<file path="config.mk">
export PLATFORM = sky130hd
export DESIGN_NAME = pipo_seq_ctrl
export DESIGN_NICKNAME = d
export VERILOG_FILES = /design/src/rtl/pipo_seq_ctrl.sv
export SDC_FILE = /design/constraint.sdc
export NUM_CORES = 1
export LEC_CHECK = 0
export ABC_AREA = 1
export BUFFER_PORTS_ARGS = -buffer_cell sky130_fd_sc_hd__buf_2
export CORE_AREA = 2 2 39 41
export CTS_CLUSTER_DIAMETER = 30
export DETAILED_ROUTE_END_ITERATION = 12
export DIE_AREA = 0 0 41 43
export PLACE_DENSITY = 0.48
export SYNTH_ARGS = -nofsm -noshare
export SYNTH_HDL_FRONTEND = slang
export SYNTH_SLANG_ARGS = --single-unit
</file>
<file path="constraint.sdc">
create_clock -name clk -period 1.75 [get_ports clk]
set_clock_uncertainty 0.15 [all_clocks]
set_input_delay 0.0875 -clock clk [delete_from_list [all_inputs] [get_ports clk]]
set_output_delay 0.0875 -clock clk [all_outputs]
set_load 0.02 [all_outputs]
</file>
<file path="src/rtl/pipo_seq_ctrl.sv">
// pipo_seq_ctrl: Moore FSM that sequences an iterative datapath built from
// PIPO registers. One operation is LOAD (operand enable pulse), ITER cycles
// of RUN (iteration enable), STORE (result enable pulse), and DONE (completion pulse).
module pipo_seq_ctrl #(
  parameter int unsigned ITER = 8,
  parameter int unsigned CW   = ($clog2(ITER) > 0) ? $clog2(ITER) : 1
) (
  input  logic          clk,
  input  logic          rst,
  input  logic          start,
  input  logic          abort,
  output logic          ld_op,
  output logic          iter_en,
  output logic          ld_res,
  output logic [CW-1:0] iter_cnt,
  output logic          busy,
  output logic          done
);

  typedef enum logic [2:0] {
    StIdle  = 3'd0,
    StLoad  = 3'd1,
    StRun   = 3'd2,
    StStore = 3'd3,
    StDone  = 3'd4
  } state_e;

  localparam logic [CW-1:0] LastCnt = CW'(ITER - 1);

  state_e        state_q, state_d;
  logic [CW-1:0] cnt_q, cnt_d;

  // State and iteration counter registers.
  always_ff @(posedge clk or negedge rst) begin
    if (!rst) begin
      state_q <= StIdle;
      cnt_q   <= '0;
    end else begin
      state_q <= state_d;
      cnt_q   <= cnt_d;
    end
  end

  // Next-state and counter update; abort outranks every transition out of a busy state.
  always_comb begin
    state_d = state_q;
    cnt_d   = cnt_q;
    if (abort && (state_q != StIdle)) begin
      state_d = StIdle;
      cnt_d   = '0;
    end else begin
      case (state_q)
        StIdle: begin
          // abort in IDLE suppresses a simultaneous start
          if (start && !abort) state_d = StLoad;
        end
        StLoad: begin
          cnt_d   = '0;
          state_d = StRun;
        end
        StRun: begin
          // Exit compare keeps the counter from ever passing ITER-1.
          if (cnt_q == LastCnt) begin
            state_d = StStore;
          end else begin
            cnt_d = cnt_q + 1'b1;
          end
        end
        StStore: state_d = StDone;
        StDone: begin
          state_d = StIdle;
          cnt_d   = '0;
        end
        default: begin
          // Unreachable encodings recover to IDLE.
          state_d = StIdle;
          cnt_d   = '0;
        end
      endcase
    end
  end

  // Moore output decode from the registered state only.
  always_comb begin
    ld_op   = 1'b0;
    iter_en = 1'b0;
    ld_res  = 1'b0;
    busy    = 1'b0;
    done    = 1'b0;
    case (state_q)
      StLoad: begin
        ld_op = 1'b1;
        busy  = 1'b1;
      end
      StRun: begin
        iter_en = 1'b1;
        busy    = 1'b1;
      end
      StStore: begin
        ld_res = 1'b1;
        busy   = 1'b1;
      end
      StDone: begin
        done = 1'b1;
        busy = 1'b1;
      end
      default: ;
    endcase
  end

  assign iter_cnt = cnt_q;

endmodule

</file>
==> impl_summary.md <==
Setup path
The worst setup path is of the reg -> reg kind. The count of buffering cells on the critical path with inverters included is 0. On the critical path the largest part of the delay comes from simple AND/OR/NAND/NOR gates. The arrival time of the worst setup path is 1470 ps.

STA classifies the critical path startpoint as a flip-flop. In this run the worst path has a maximum fanout of 4. The start point of the critical path is iter_cnt[0]. The worst setup path is captured at a flip-flop. The largest stage delay on the critical path is 400 ps. In this run the critical register-to-register path is launched from iter_cnt[0]. For this design, the slowest cell found on the critical path is sky130_fd_sc_hd__dfrtp_1. For the worst setup path, the data required time is 1720 ps. The cell with the most instances on the worst path is sky130_fd_sc_hd__nand2_1. The signal on the critical path passes through ha_1, ha_1, nand2_1, nand2_1, nand2_1, nand2_2, nand2_1, nand2_1.

Clock tree
TritonCTS built the clock tree. The maximum clock path buffer count is 2. The cell sitting at the root of the clock tree is a sky130_fd_sc_hd__clkbuf_4. CTS built an H-tree with a depth of 1. The total of hold buffers inserted after clock tree synthesis is 2. At the later pin of the worst-skew pair, clock insertion delay measures 240 ps. The number of gates resized after cts is 0. Clock tree synthesis found a total of 6 sinks.

The number of buffers created by CTS is 3. The clock slew seen by the registers of the worst setup and hold paths is 40 ps. Post-CTS timing repair inserted 0 buffers for setup.

Die
12 I/O pins were placed. For this configuration, the core starts out at a cell density of 27.76%. The full die area is 1763 um^2. The floorplan has 14 rows.

The vertical die dimension is 43 um. The die is 41 um wide. The core area is 1384 um^2.

Cells and area
In the final layout, the share of cells above drive strength 1 is 29.41%. The antenna diode count is 0. Compared with the post-synthesis result, the final layout area differs by 30.62%. The number of nets in the final layout is 76.

GRT
The global route total overflow is 0. The first global-routing pass estimated 1159 um of wire. The maximum number of pins on one net before global-route repair is 7.

The total routing resource utilization after global routing is 9.808%. The number of antenna violations at the first check in global routing is 0. The via count of the first global-routing pass was 301.

Synthesis
The cell type with the highest aggregate area in the netlist is sky130_fd_sc_hd__dfrtp_1. The count of flip-flops with a built-in enable after synthesis is 0. The share of flip-flops with an asynchronous set or reset after synthesis is 100.0%. The number of flip-flops and latches in the synthesized netlist is 6. The post-synthesis cell area is 384.1 um^2.

The share of the Yosys chip area taken by registers is 39.09%. The distinct cell type count after synthesis is 12. By count the netlist is led by 15 x sky130_fd_sc_hd__nand2_1, 10 x sky130_fd_sc_hd__inv_1, 6 x sky130_fd_sc_hd__dfrtp_1, 6 x sky130_fd_sc_hd__nand3_1, 5 x sky130_fd_sc_hd__nor2_1.

The synthesized netlist cell count is 52. The Yosys warning count is 0. After synthesis, the cell types taking the most area are sky130_fd_sc_hd__dfrtp_1 39%, sky130_fd_sc_hd__nand2_1 15%, sky130_fd_sc_hd__inv_1 9.8%.

The average instance in the mapped netlist occupies 7.387 um^2. The number of nets handed over by synthesis was 58. Among all flip-flop cells after synthesis, the most frequent one is sky130_fd_sc_hd__dfrtp_1. The most common cell in the synthesized netlist is sky130_fd_sc_hd__nand2_1. The fraction of post-synthesis cell area in the top cell type by area is 39.09%.

Placed design
Buffers placed on the I/O ports in this run total 11. The half-perimeter wire length of the detailed placement result is 611.4 um. The final weighted congestion in routability-driven placement is 0.6321. OpenSTA, run right after detailed placement, puts the worst setup slack at 248.8 ps.

Detailed routing
The highest routing layer actually used is met3. The number of DRC markers after the initial detailed-route iteration is 3. Summed over all layers, the routed wires come to 741 um. The average wire per cell in the routed design is 8.821 um.

In the detailed route, the total length drawn on met3 is 68 um. Summed over all nets, wire length on met2 after detailed routing comes to 346 um. The detailed router placed 355 vias in this run. The routed length on met1 is 327 um. For this run, design rule violations remaining after detail routing come to 0.

Dividing the detail-routed via count by the number of cells gives 4.226. The number of search-and-repair iterations in the first detailed-routing pass is 2. In this run the remaining antenna-violating nets after routing total 0.

STA
Adding up every negative setup slack in the final design gives 0 ps. The post-route clock period utilization is 85.37%. Setup repair after global routing left no endpoint under its margin.

The tightest hold margin is 50.18 ps. The final setup slack of the worst path is 256.0 ps. The post-route minimum period is 1494 ps.

Setup violations remaining at the end of the flow were counted as 0. The maximum clock frequency is 669.3 MHz. The number of max-slew violations in the final report is 0. Measured against its own limit, the worst slew margin works out to 83.67%. The final hold violation count is 0.

For the pin with the worst max-slew slack, the measured transition is 244.9 ps.

Power and ir drop
Overall power consumption after layout is estimated at 0.6996 mW. The power density normalized to cell area is 1394 nW/um^2. The maximum VDD drop is 0.0006913 V.

For this design the static power due to leakage is 0.3200 nW.

Job
The total of max-cap violations is 0.

Worst hold path
The path class of the tightest hold or removal check is in -> async.

Run status
The run finished with clean final reports.
==> layout make-up <==
class	count	area [um^2]
Timing Repair Buffer	13	75.07
Multi-Input combinational cell	36	196.4
Fill cell	155	882.1
Inverter	10	37.54
Sequential cell	6	150.1
Tap cell	16	20.02
Clock buffer	3	22.52
==> metrics by stage <==
step / instances / cell area [um^2] / util, %
global placement: 79 / 459.2 / 33.18
floorplan: 52 / 384.1 / -
finish: 84 / 501.7 / 36.26
CTS: 84 / 501.7 / 36.26
global route: 84 / 501.7 / 36.26
detailed placement: 79 / 459.2 / 33.18
==> cells in the final DEF, fill, tap and decap left out, drive strengths merged <==
master | Yosys | final
nand2 | 18 | 18
buf | 0 | 11
inv | 10 | 10
nand3 | 7 | 7
nor2 | 7 | 7
dfrtp | 6 | 6
clkbuf | 0 | 3
ha | 2 | 2
dlygate4sd3 | 0 | 2
o21ai | 2 | 2
==> flip-flops by register name, summed over array words and instances (netlist names) <==
signal,flops
iter_cnt,3
state_q,3
==> kinds of logic (layout without fill, tap and decap cells) <==
kind of cell / after synthesis / after routing / synth area share, %
and+or+nand+nor: 32 / 32 / 42.02
buffers and inverters: 10 / 26 / 9.773
DFF: 6 / 6 / 39.09
adders and majority gates: 2 / 2 / 6.514
AOI/OAI and AO/OA: 2 / 2 / 2.603
==> power by group <==
part,switching (mW),internal [mW],total (mW)
sequential,0.0545,0.174,0.228
clock,0.0425,0.0771,0.120
combinational,0.233,0.119,0.352
==> routing by layer <==
metal	global-route usage (%)	vias to the layer above
li1	-	191
met1	12.50	152
met2	14.69	12
met3	6.283	0
met4	0	0
met5	0	-
==> final timing paths <==
check | end | slack (ps) | cells past startpoint
max | iter_cnt[2] | 260 | 8
min reg2reg | iter_cnt[1] | 370 | 2
max in group asynchronous | iter_cnt[0] | 1260 | 2
min in group clk | state_q[0] | 60 | 5
max reg2reg | iter_cnt[2] | 260 | 8
min | state_q[1] | 50 | 2
No activity file was read; power rests on OpenSTA's default activity.
